==> config.mk <==
export PLATFORM = sky130hd
export DESIGN_NAME = aes_bram_port
export DESIGN_NICKNAME = d
export VERILOG_FILES = /design/src/rtl/aes_bram_port.sv
export SDC_FILE = /design/constraint.sdc
export NUM_CORES = 1
export LEC_CHECK = 0
export CAP_MARGIN = 20
export CORE_ASPECT_RATIO = 1.4
export CORE_MARGIN = 2
export CORE_UTILIZATION = 40
export DETAILED_ROUTE_END_ITERATION = 10
export DONT_BUFFER_PORTS = 1
export PLACE_DENSITY = 0.57
export SYNTH_ARGS = -nofsm -noshare
export SYNTH_HDL_FRONTEND = slang
export SYNTH_SLANG_ARGS = --single-unit
==> constraint.sdc <==
create_clock -name aes_clk -period 2.37 [get_ports aes_clk]
set_clock_uncertainty 0.15 [all_clocks]
set_input_delay 0.237 -clock aes_clk [delete_from_list [all_inputs] [get_ports aes_clk]]
set_output_delay 0.237 -clock aes_clk [all_outputs]
set_load 0.05 [all_outputs]
==> src/rtl/aes_bram_port.sv <==
// Request-to-BRAM bridge for the AES control FSM: word-address translation, read latency
// handling and sticky address checking. Optional counters under AES_BRAM_PORT_STATS_EN.
module aes_bram_port #(
  parameter int unsigned ADDR_W       = 10,
  parameter int unsigned READ_LATENCY = 1
) (
  input  logic              aes_clk,
  input  logic              aes_rst_n,
  input  logic              aes_start_read,
  input  logic              aes_start_write,
  input  logic [31:0]       aes_bram_addr,
  input  logic [31:0]       aes_bram_write_data,
  output logic [31:0]       aes_bram_read_data,
  output logic              bram_complete,
  output logic              addr_err,
  output logic              bram_en,
  output logic [3:0]        bram_we,
  output logic [ADDR_W-1:0] bram_addr,
  output logic [31:0]       bram_din,
  input  logic [31:0]       bram_dout
`ifdef AES_BRAM_PORT_STATS_EN
  ,
  output logic [31:0]       rd_count,
  output logic [31:0]       wr_count
`endif
);

  typedef enum logic [2:0] {
    StIdle, StRdIssue, StRdWait, StWrIssue, StDone, StRecover
  } state_e;

  state_e            state_q, state_d;
  logic [1:0]        cnt_q, cnt_d;
  logic              is_rd_q, is_rd_d;
  logic              rd_pend_q, rd_pend_d;
  logic [31:0]       rdata_q, rdata_d;
  logic              complete_q, complete_d;
  logic              err_q, err_d;
  logic              en_q, en_d;
  logic [3:0]        we_q, we_d;
  logic [ADDR_W-1:0] addr_q, addr_d;
  logic [31:0]       din_q, din_d;
  logic              bad_addr;
`ifdef AES_BRAM_PORT_STATS_EN
  logic [31:0]       rd_cnt_q, rd_cnt_d;
  logic [31:0]       wr_cnt_q, wr_cnt_d;
`endif

  // Misaligned byte address or bits above the word-address range.
  assign bad_addr = (aes_bram_addr[1:0] != 2'b00) ||
                    ((aes_bram_addr >> (ADDR_W + 2)) != 32'd0);

  always_comb begin
    state_d    = state_q;
    cnt_d      = cnt_q;
    is_rd_d    = is_rd_q;
    rd_pend_d  = rd_pend_q;
    rdata_d    = rdata_q;
    complete_d = 1'b0;
    err_d      = err_q;
    en_d       = 1'b0;
    we_d       = 4'h0;
    addr_d     = addr_q;
    din_d      = 32'd0;
`ifdef AES_BRAM_PORT_STATS_EN
    rd_cnt_d   = rd_cnt_q;
    wr_cnt_d   = wr_cnt_q;
`endif
    case (state_q)
      StIdle: begin
        if (rd_pend_q) begin
          // Deferred half of a simultaneous read+write; address already latched.
          state_d   = StRdIssue;
          rd_pend_d = 1'b0;
          is_rd_d   = 1'b1;
          en_d      = 1'b1;
        end else if (aes_start_write) begin
          state_d   = StWrIssue;
          is_rd_d   = 1'b0;
          rd_pend_d = aes_start_read;
          en_d      = 1'b1;
          we_d      = 4'hF;
          din_d     = aes_bram_write_data;
          addr_d    = aes_bram_addr[ADDR_W+1:2];
          err_d     = err_q | bad_addr;
        end else if (aes_start_read) begin
          state_d   = StRdIssue;
          is_rd_d   = 1'b1;
          en_d      = 1'b1;
          addr_d    = aes_bram_addr[ADDR_W+1:2];
          err_d     = err_q | bad_addr;
        end
      end
      StRdIssue: begin
        if (READ_LATENCY <= 1) begin
          state_d = StDone;
        end else begin
          state_d = StRdWait;
          cnt_d   = 2'(READ_LATENCY - 2);
        end
      end
      StRdWait: begin
        if (cnt_q == 2'd0) begin
          state_d = StDone;
        end else begin
          cnt_d = cnt_q - 2'd1;
        end
      end
      StWrIssue: state_d = StDone;
      StDone: begin
        state_d    = StRecover;
        complete_d = 1'b1;
        if (is_rd_q) begin
          rdata_d = bram_dout;
        end
`ifdef AES_BRAM_PORT_STATS_EN
        if (is_rd_q) begin
          rd_cnt_d = rd_cnt_q + 32'd1;
        end else begin
          wr_cnt_d = wr_cnt_q + 32'd1;
        end
`endif
      end
      StRecover: state_d = StIdle;
      default:   state_d = StIdle;
    endcase
  end

  always_ff @(posedge aes_clk or negedge aes_rst_n) begin
    if (!aes_rst_n) begin
      state_q    <= StIdle;
      cnt_q      <= 2'd0;
      is_rd_q    <= 1'b0;
      rd_pend_q  <= 1'b0;
      rdata_q    <= 32'd0;
      complete_q <= 1'b0;
      err_q      <= 1'b0;
      en_q       <= 1'b0;
      we_q       <= 4'h0;
      addr_q     <= '0;
      din_q      <= 32'd0;
`ifdef AES_BRAM_PORT_STATS_EN
      rd_cnt_q   <= 32'd0;
      wr_cnt_q   <= 32'd0;
`endif
    end else begin
      state_q    <= state_d;
      cnt_q      <= cnt_d;
      is_rd_q    <= is_rd_d;
      rd_pend_q  <= rd_pend_d;
      rdata_q    <= rdata_d;
      complete_q <= complete_d;
      err_q      <= err_d;
      en_q       <= en_d;
      we_q       <= we_d;
      addr_q     <= addr_d;
      din_q      <= din_d;
`ifdef AES_BRAM_PORT_STATS_EN
      rd_cnt_q   <= rd_cnt_d;
      wr_cnt_q   <= wr_cnt_d;
`endif
    end
  end

  assign aes_bram_read_data = rdata_q;
  assign bram_complete      = complete_q;
  assign addr_err           = err_q;
  assign bram_en            = en_q;
  assign bram_we            = we_q;
  assign bram_addr          = addr_q;
  assign bram_din           = din_q;
`ifdef AES_BRAM_PORT_STATS_EN
  assign rd_count           = rd_cnt_q;
  assign wr_count           = wr_cnt_q;
`endif

endmodule

==> reports/metrics.csv, run 1 <==
stage,metric,value,unit
status,run status,"finished, final reports clean",
yosys,register area share after synthesis,0.662,
layout,layout cells sized above 1,0.232,
placed_design,GPL Wtd Cong,0.698,
layout,Synth-to-Final Area Change,35.5,%
floorplanning,Core Area,7750,um^2
hold_path,Hold Crit Start,aes_start_read,
yosys,"EDFF count, synth",0,
detailed_routing,TritonRoute pass-1 iters,4,
grt,residual overflow from global routing,0,
yosys,share of the synthesized area in the top cell type,0.662,
clocking,setup bufs post-CTS,0,
clocking,Root Driver,clkbuf_8,
floorplanning,Die Span Y,110,um
grt,vias in the first global route,2104,
timing,Post-Route Setup TNS,0,ns
yosys,Synth Register Bits,85,
grt,GRT Resource Usage Total,0.170,
clocking,CTS tree,built,
yosys,Post-Syn Nets,306,
timing,RSZ-0062 raised after global routing,no,
detailed_routing,Post-DRT Antenna Nets,0,
grt,initial antenna violation count,0,
hold_path,Hold Crit Class,in -> reg,
timing,Final setup viols,0,
setup_path,worst r2r path cells,4,
grt,first-pass GRT wire length,10.8,mm
floorplanning,Ports,181,
setup_path,CP Data Required Time,2.47,ns
timing,Final min period,2.22,ns
yosys,cell taking the most area after synthesis,dfrtp_1,
floorplanning,die area,8770,um^2
layout,Post-Route Utilization,0.562,
detailed_routing,WL per Instance,18.6,um
pwr,leakage,2.05,nW
placed_design,Port Buffer Count,0,
clocking,Num CTS Buffers,9,
timing,Worst Tran Pin Value,0.950,ns
setup_path,critical path startpoint category,primary input,
detailed_routing,via count,1966,
setup_path,crit end category,flop,
layout,Final nets,395,
detailed_routing,DR DRC count,0,
detailed_routing,Vias/cell,4.95,
timing,Final Hold Viols,0,
clocking,CTS sink count,85,
yosys,Synth Cell Area,3210,um^2
timing,f_max,0.450,GHz
timing,Tcrit/Tclk final,0.937,
layout,Filler Cell Count,630,
setup_path,worst-path maximum fanout,1,
layout,diodes inserted,0,
yosys,unique cell type count in the Yosys netlist,30,
setup_path,Critical Path AT,2.33,ns
yosys,synthesis warning total,0,
pwr,worst IR drop on VDD,0.748,mV
yosys,syn_area_per_cell,15.7,um^2
hold_path,hold path depth,2,
timing,"Slew Viols, Final",0,
clocking,"CTS clk-pin slew, worst paths",0.08,ns
yosys,top_reg_cell synth,dfrtp_1,
yosys,"top cells by count, synth","85 x dfrtp_1, 30 x and3_1, 23 x mux2_2, 19 x mux2_4, 6 x clkbuf_1",
floorplanning,Site Rows,38,
timing,worst hold-check slack,0.165,ns
detailed_routing,DRT iter0 DRCs,103,
yosys,top-count cell post-synth,dfrtp_1,
yosys,ys async rst share,1.00,
floorplanning,die width,79.7,um
clocking,CTS HTree Levels,3,
detailed_routing,Post-Route WL,7.38,mm
setup_path,Setup CP Type,in -> reg,
yosys,Area contributors post-synth,"dfrtp_1 66%, mux2_4 8.9%, mux2_2 8.1%",
grt,largest net degree at the start of global routing,86,
yosys,synthesized instance count,205,
placed_design,placed wire-length estimate,4.21,mm
pwr,PD cells,1460,nW/um^2
setup_path,crit path launch,aes_bram_addr[18],
timing,Slew HR,0.365,
setup_path,RR Startpoint,addr_err$_DFFE_PN0P_,
clocking,worst-skew pair later-pin latency,0.36,ns
flow_run,maxcap violations,0,
floorplanning,Starting Density,0.414,
clocking,Clock Tree Buf Depth,2,
-- critical path, cell delays in order --
cell and delay (ns):
dlygate4sd3_1 0.55, nor4_1 0.18, dlygate4sd3_1 0.58, nand2_1 0.04, dlygate4sd3_1 0.56, o22a_2 0.18
-- cells by family after synthesis --
logic type | share of synthesized area
flops | 0.662
simple gates | 0.103
mux | 0.169
buf+inv | 0.0378
compound gates | 0.0210
xor+xnor | 0.00273
fa+ha+maj | 0.00389
-- flip-flops by register name, indices dropped and copies added, names as in the netlist --
register            cells
aes_bram_read_data     32
bram_din               32
bram_addr              10
state_q                 3
cnt_q                   2
addr_err                1
bram_complete           1
bram_en                 1
bram_we                 1
is_rd_q                 1
rd_pend_q               1
-- timing repair --
action                     CTS  global route
resized for setup            0             0
setup endpoints to repair    0             0
hold endpoints to repair   165             0
hold buffers                89             0
-- path summary, 6_finish.rpt --
check                                                      to  slack [ns]
min reg2reg                              cnt_q[0]$_DFFE_PN0P_        0.34
max in group asynchronous                bram_we[2]$_DFF_PN0_        1.41
max                                      addr_err$_DFFE_PN0P_        0.15
min in group asynchronous  aes_bram_read_data[12]$_DFFE_PN0P_        0.27
max reg2reg                              addr_err$_DFFE_PN0P_        0.40
min                                      addr_err$_DFFE_PN0P_        0.16
-- metal layers --
layer / vias to the layer above / GRT usage / routed length (um)
met4: 0 / 0.121 / 284
met5: - / 0 / 0
met3: 19 / 0.0399 / 419
li1: 895 / - / -
met2: 87 / 0.286 / 3970
met1: 965 / 0.188 / 2710
-- layout by cell type (no fill, tap or decap), types with 2 or more instances in the layout --
cell	n
nor2_1	2
inv_1	3
clkbuf_8	10
clkbuf_1	2
and3_1	29
mux2_4	19
mux2_2	23
dfrtp_1	84
nand2_1	2
nor3_1	3
buf_4	2
and3_2	4
nor4_1	5
dlygate4sd3_1	88
-- power breakdown --
group | internal [mW] | leakage (nW) | switching, mW
logic | 0.838 | 0.885 | 0.555
registers | 1.94 | 1.07 | 2.05
clock network | 0.504 | 0.0923 | 0.478
-- cell type report --
| type | instances | area, um^2 | share of cell area |
|---|---|---|---|
| clock buffers | 12 | 145 | 0.0333 |
| clock inverters | 2 | 35.0 | 0.00805 |
| inverters | 3 | 11.3 | 0.00259 |
| multi-input cells | 103 | 965 | 0.222 |
| flip-flops and latches | 85 | 2130 | 0.489 |
| well taps | 100 | 125 | 0.0287 |
| repair buffers | 92 | 943 | 0.217 |
-- stage by stage --
stage / cell area, um^2 / power [mW] / worst slack, ns / std cells
floorplan: 3210 / 5.10 / 0.662 / 205
CTS: 4350 / 6.42 / 0.222 / 397
global route: 4350 / 6.65 / 0.0687 / 397
global placement: 3260 / 5.25 / 0.692 / 294
detailed placement: 3260 / 5.28 / 0.640 / 294
finish: 4350 / 6.37 / 0.149 / 397
Note: power is estimated with default switching activity, not from simulation.
==> run 2: changes to the inputs <==
--- a/config.mk
+++ b/config.mk
@@ -6,11 +6,11 @@
 export NUM_CORES = 1
 export LEC_CHECK = 0
 export CAP_MARGIN = 20
-export CORE_ASPECT_RATIO = 1.4
 export CORE_MARGIN = 2
 export CORE_UTILIZATION = 40
 export DETAILED_ROUTE_END_ITERATION = 10
 export DONT_BUFFER_PORTS = 1
+export GPL_ROUTABILITY_DRIVEN = 0
 export PLACE_DENSITY = 0.57
 export SYNTH_ARGS = -nofsm -noshare
 export SYNTH_HDL_FRONTEND = slang
==> reports/metrics.csv, run 2 (synthesis gave the netlist of run 1 again) <==
stage,metric,value,unit,change
status,run status,"finished, final reports clean",,
setup_path,FF-to-FF End,addr_err$_DFFE_PN0P_,,
floorplanning,Ports,181,,unchanged
detailed_routing,via count,1968,,+0.10%
timing,f_max,0.455,GHz,+1.2%
placed_design,placed cell count,296,,+0.68%
setup_path,Setup CP Type,in -> reg,,
floorplanning,die area,8760,um^2,-0.12%
setup_path,crit end category,flop,,
detailed_routing,Vias/cell,4.91,,-0.90%
clocking,Clock Tree Buf Depth,2,,unchanged
grt,largest net degree at the start of global routing,86,,unchanged
layout,"commonest non-fill, non-tap cell in the layout",dlygate4sd3_1,,
setup_path,R2R Setup Slk,0.42,ns,+0.02 ns
clocking,CTS sink count,85,,unchanged
pwr,leakage,2.06,nW,+0.68%
layout,Finished Layout Cells,401,,+1.0%
clocking,Root Driver,clkbuf_8,,
clocking,CTS HTree Levels,3,,unchanged
detailed_routing,DR DRC count,0,,unchanged
timing,"Slew Viols, Final",0,,unchanged
setup_path,RR Startpoint,addr_err$_DFFE_PN0P_,,
timing,Final setup viols,0,,unchanged
placed_design,placed wire-length estimate,4.03,mm,-4.3%
floorplanning,Starting Density,0.413,,-0.000935
setup_path,Critical Path AT,2.29,ns,-0.04 ns
layout,Synth-to-Final Area Change,37.0,%,
layout,Final nets,395,,unchanged
hold_path,hold path depth,2,,unchanged
timing,Worst Tran Pin Value,0.995,ns,+0.0448 ns
layout,register area,2130,um^2,unchanged
grt,vias in the first global route,2143,,+1.9%
clocking,worst-skew pair later-pin latency,0.35,ns,about the same
layout,Filler Cell Count,627,,-0.48%
floorplanning,Site Rows,32,,-16%
layout,layout cells sized above 1,0.237,,+0.00513
clocking,setup bufs post-CTS,0,,unchanged
timing,RSZ-0062 raised after global routing,no,,
clocking,CTS tree,built,,
floorplanning,Die Span Y,93.6,um,-15%
grt,GRT Resource Usage Total,0.166,,-0.00372
layout,final instance area,4400,um^2,+1.1%
hold_path,Hold Crit Start,aes_start_read,,
pwr,PD cells,1480,nW/um^2,+1.3%
layout,most frequent cells in the layout,"88 x dlygate4sd3_1, 84 x dfrtp_1, 30 x and3_1",,
detailed_routing,WL per Instance,18.0,um,-3.3%
clocking,"CTS clk-pin slew, worst paths",0.09,ns,about the same
timing,Final min period,2.20,ns,-0.0259 ns
floorplanning,die width,93.6,um,+17%
grt,first-pass GRT wire length,10.9,mm,+0.77%
detailed_routing,Post-Route WL,7.21,mm,-2.4%
detailed_routing,TritonRoute pass-1 iters,4,,unchanged
grt,initial antenna violation count,0,,unchanged
detailed_routing,Post-DRT Antenna Nets,0,,unchanged
timing,Tcrit/Tclk final,0.926,,-0.0109
placed_design,DP Area,3270,um^2,about the same
layout,Post-Route Utilization,0.566,,+0.00469
timing,Post-Route Setup TNS,0,ns,unchanged
hold_path,Hold Crit Class,in -> reg,,
hold_path,Hold Path Sink,addr_err$_DFFE_PN0P_,,
pwr,Tot Pwr,6.52,mW,+2.4%
timing,Final Hold Viols,0,,unchanged
placed_design,Port Buffer Count,0,,unchanged
flow_run,maxcap violations,0,,unchanged
pwr,worst IR drop on VDD,0.822,mV,+10%
timing,Slew HR,0.335,,-0.0300
floorplanning,Core Area,7770,um^2,+0.23%
layout,area occupied by multi-input gates,963,um^2,-0.13%
setup_path,worst-path maximum fanout,1,,unchanged
setup_path,worst r2r path cells,4,,unchanged
setup_path,critical path startpoint category,primary input,,
grt,residual overflow from global routing,0,,unchanged
detailed_routing,DRT iter0 DRCs,48,,-53%
layout,diodes inserted,0,,unchanged
setup_path,CP Data Required Time,2.46,ns,about the same
clocking,Num CTS Buffers,9,,unchanged
==> run 2: how the worst max path moves through the flow <==
stage	start	end	slack, ns
floorplan	state_q[0]$_DFFE_PN0P_	bram_addr[0]$_DFFE_PN0P_	0.66
finish	aes_bram_addr[18]	addr_err$_DFFE_PN0P_	0.17
CTS	aes_bram_addr[18]	addr_err$_DFFE_PN0P_	0.22
global route	aes_bram_addr[18]	addr_err$_DFFE_PN0P_	0.09
detailed placement	cnt_q[0]$_DFFE_PN0P_	cnt_q[1]$_DFFE_PN0P_	0.66
global placement	state_q[0]$_DFFE_PN0P_	bram_addr[9]$_DFFE_PN0P_	0.68
==> run 2: cell type report <==
cell class | count | area share
well taps | 102 | 0.0290
inverters | 3 | 0.00256
repair buffers | 92 | 0.214
clock buffers | 11 | 0.0321
clock inverters | 5 | 0.0191
multi-input cells | 103 | 0.219
flip-flops and latches | 85 | 0.484
==> run 2: worst max-delay path: stages <==
cell and delay, ns:
dlygate4sd3_1 0.54, nor4_1 0.15, dlygate4sd3_1 0.58, nand2_1 0.04
dlygate4sd3_1 0.56, o22a_2 0.18
==> run 2: where the power goes <==
group	switching [mW]	total [mW]	internal, mW
Combinational	0.570	1.41	0.836
Clock	0.508	1.13	0.625
Sequential	2.04	3.98	1.94
==> run 2: routing by layer <==
layer,share of wire,routed length (um),up-vias,global-route usage
met2,0.51,3670,98,0.278
met5,0,0,-,0
met4,0.013,95,0,0.0568
met3,0.081,585,10,0.0669
met1,0.40,2860,961,0.194
li1,-,-,899,-
==> run 2: through the flow <==
| step | hold slack, ns | setup slack [ns] |
|---|---|---|
| final | 0.171 | 0.174 |
| after global routing | 0.159 | 0.0948 |
| after CTS | 0.159 | 0.220 |
| after detailed placement | -0.206 | 0.660 |
| after global placement | -0.207 | 0.677 |
| after floorplan | -0.209 | 0.662 |
==> run 2: timing repair <==
action                    in CTS  in global routing
hold buffers                  89                  0
gates resized for setup        0                  0
hold endpoints to repair     165                  0
==> run 3: changes to the inputs <==
==> constraint.sdc (replaced) <==
create_clock -name aes_clk -period 2.37 [get_ports aes_clk]
set_clock_uncertainty 0.15 [all_clocks]
set_input_delay 0.237 -clock aes_clk [delete_from_list [all_inputs] [get_ports aes_clk]]
set_output_delay 0.237 -clock aes_clk [all_outputs]
set_load 0.01 [all_outputs]
==> reports/metrics.csv, run 3 (synthesis gave the netlist of run 1 again) <==
stage,metric,value,unit,change
flow_run,maxcap violations,0,,unchanged
pwr,internal power,3.21,mW,-5.8%
clocking,Root Driver,clkbuf_8,,
detailed_routing,Post-Route WL,7.02,mm,-2.6%
timing,Tcrit/Tclk final,0.929,,+0.00246
pwr,Reg power frac,0.538,,-0.073
hold_path,Hold Crit Start,aes_start_read,,
floorplanning,Site Rows,32,,unchanged
pwr,P_sw,1.59,mW,-49%
pwr,worst IR drop on VDD,0.452,mV,-45%
grt,first-pass GRT wire length,10.4,mm,-4.9%
pwr,combinational power share,0.271,,+0.055
setup_path,crit end category,flop,,
status,run status,"finished, final reports clean",,
timing,Final Hold Viols,0,,unchanged
floorplanning,Ports,181,,unchanged
detailed_routing,WL per Instance,17.8,um,-0.84%
timing,Slew HR,0.364,,+0.0289
setup_path,RR Startpoint,addr_err$_DFFE_PN0P_,,
detailed_routing,Post-DRT Antenna Nets,0,,unchanged
pwr,switching portion of total power,0.331,,-0.147
setup_path,crit path launch,aes_bram_addr[18],,
placed_design,Port Buffer Count,0,,unchanged
grt,largest net degree at the start of global routing,86,,unchanged
detailed_routing,DRT iter0 DRCs,67,,+40%
clocking,Clock Tree Buf Depth,2,,unchanged
grt,residual overflow from global routing,0,,unchanged
timing,Worst Tran Pin Value,0.951,ns,-0.0432 ns
clocking,"CTS clk-pin slew, worst paths",0.08,ns,about the same
layout,Synth-to-Final Area Change,33.5,%,
timing,f_max,0.454,GHz,-0.27%
grt,vias in the first global route,2084,,-2.8%
layout,final instance area,4290,um^2,-2.5%
floorplanning,die area,8760,um^2,unchanged
detailed_routing,Vias/cell,4.92,,+0.23%
setup_path,CP cell instances,"dlygate4sd3_1, nor4_1, dlygate4sd3_1, nand2_1, dlygate4sd3_1, o22a_2",,
clocking,CTS HTree Levels,3,,unchanged
pwr,Clock Power Share,0.191,,+0.017
floorplanning,die width,93.6,um,unchanged
setup_path,"slowest stage delay, CP",0.58,ns,about the same
layout,Final nets,388,,-1.8%
timing,RSZ-0062 raised after global routing,no,,
clocking,Num CTS Buffers,9,,unchanged
clocking,CTS sink count,85,,unchanged
pwr,PD cells,1120,nW/um^2,-25%
clocking,worst-skew pair later-pin latency,0.35,ns,about the same
setup_path,critical path startpoint category,primary input,,
clocking,setup bufs post-CTS,0,,unchanged
detailed_routing,via count,1938,,-1.5%
floorplanning,Die Span Y,93.6,um,unchanged
layout,diodes inserted,0,,unchanged
placed_design,placed wire-length estimate,4.06,mm,+0.83%
timing,worst hold-check slack,0.164,ns,-0.00737 ns
layout,Filler Cell Count,649,,+3.5%
layout,"commonest non-fill, non-tap cell in the layout",dfrtp_1,,
layout,layout cells sized above 1,0.240,,+0.00227
hold_path,Hold Crit Class,in -> reg,,
setup_path,cell mode on critical path,dlygate4sd3_1,,
setup_path,CP Data Required Time,2.47,ns,about the same
floorplanning,Starting Density,0.413,,unchanged
clocking,CTS tree,built,,
grt,GRT Resource Usage Total,0.159,,-0.00738
setup_path,worst-path maximum fanout,1,,unchanged
timing,Final min period,2.20,ns,+0.00584 ns
setup_path,CP max-delay cell,dlygate4sd3_1,,
timing,Post-Route Setup TNS,0,ns,unchanged
detailed_routing,TritonRoute pass-1 iters,4,,unchanged
floorplanning,Core Area,7770,um^2,unchanged
setup_path,Setup CP Type,in -> reg,,
placed_design,DP Area,3260,um^2,-0.27%
timing,Final setup viols,0,,unchanged
layout,most frequent cells in the layout,"85 x dfrtp_1, 82 x dlygate4sd3_1, 30 x and3_1",,
grt,initial antenna violation count,0,,unchanged
setup_path,Critical Path AT,2.30,ns,about the same
pwr,leakage,2.00,nW,-3.2%
timing,"Slew Viols, Final",0,,unchanged
detailed_routing,DR DRC count,0,,unchanged
run 3: cell type report:
class / instances / area, um^2 / share of cell area
clock buffer: 11 / 141 / 0.0330
clock inverter: 5 / 36.3 / 0.00846
inverter: 3 / 11.3 / 0.00263
multi-input combinational: 103 / 970 / 0.226
sequential: 85 / 2130 / 0.496
tap: 102 / 128 / 0.0298
timing repair buffer: 85 / 876 / 0.204
run 3: metrics by stage:
step,power [mW],cells,worst slack [ns],util
finish,4.79,394,0.169,0.552
global route,5.07,394,0.0892,0.552
CTS,4.86,395,0.101,0.553
detailed placement,3.77,295,0.675,0.419
global placement,3.74,295,0.694,0.419
floorplan,3.60,205,0.662,-
run 3: power groups by stage:
stage	logic, mW	registers, mW	clock network (mW)
2_1_floorplan	1.12	2.49	0
3_3_place_gp	1.14	2.61	0
3_5_place_dp	1.16	2.61	0
4_1_cts	1.31	2.59	0.955
5_1_grt	1.41	2.64	1.02
6_report	1.30	2.58	0.916
run 3: worst max-delay path: cells and delay by family:
kind | cells | cell delay [ns]
and+or+nand+nor | 2 | 0.20
AOI/OAI and AO/OA | 1 | 0.17
buffers and inverters | 3 | 1.68
run 3: repair_timing:
item                                    4_1_cts  5_1_grt
hold buffers                                 84        0
hold endpoints to repair                    165        0
endpoints found under the setup margin        0        1
resized for setup                             0        1
run 3: per-layer routing:
metal,global-route usage,up-vias,wire [um]
met5,0,-,0
met4,0.0833,0,158
met3,0.0475,14,517
met2,0.277,98,3730
met1,0.173,948,2610
li1,-,878,-
run 3: final timing paths:
| path | end | slack, ns | depth (start not counted) |
|---|---|---|---|
| setup / recovery | addr_err$_DFFE_PN0P_ | 0.17 | 6 |
| hold / removal | addr_err$_DFFE_PN0P_ | 0.16 | 2 |
| setup reg to reg | addr_err$_DFFE_PN0P_ | 0.63 | 4 |
| hold reg to reg | cnt_q[0]$_DFFE_PN0P_ | 0.33 | 1 |
| max in group asynchronous | bram_din[29]$_DFF_PN0_ | 1.46 | 2 |
| min in group asynchronous | aes_bram_read_data[15]$_DFFE_PN0P_ | 0.30 | 2 |
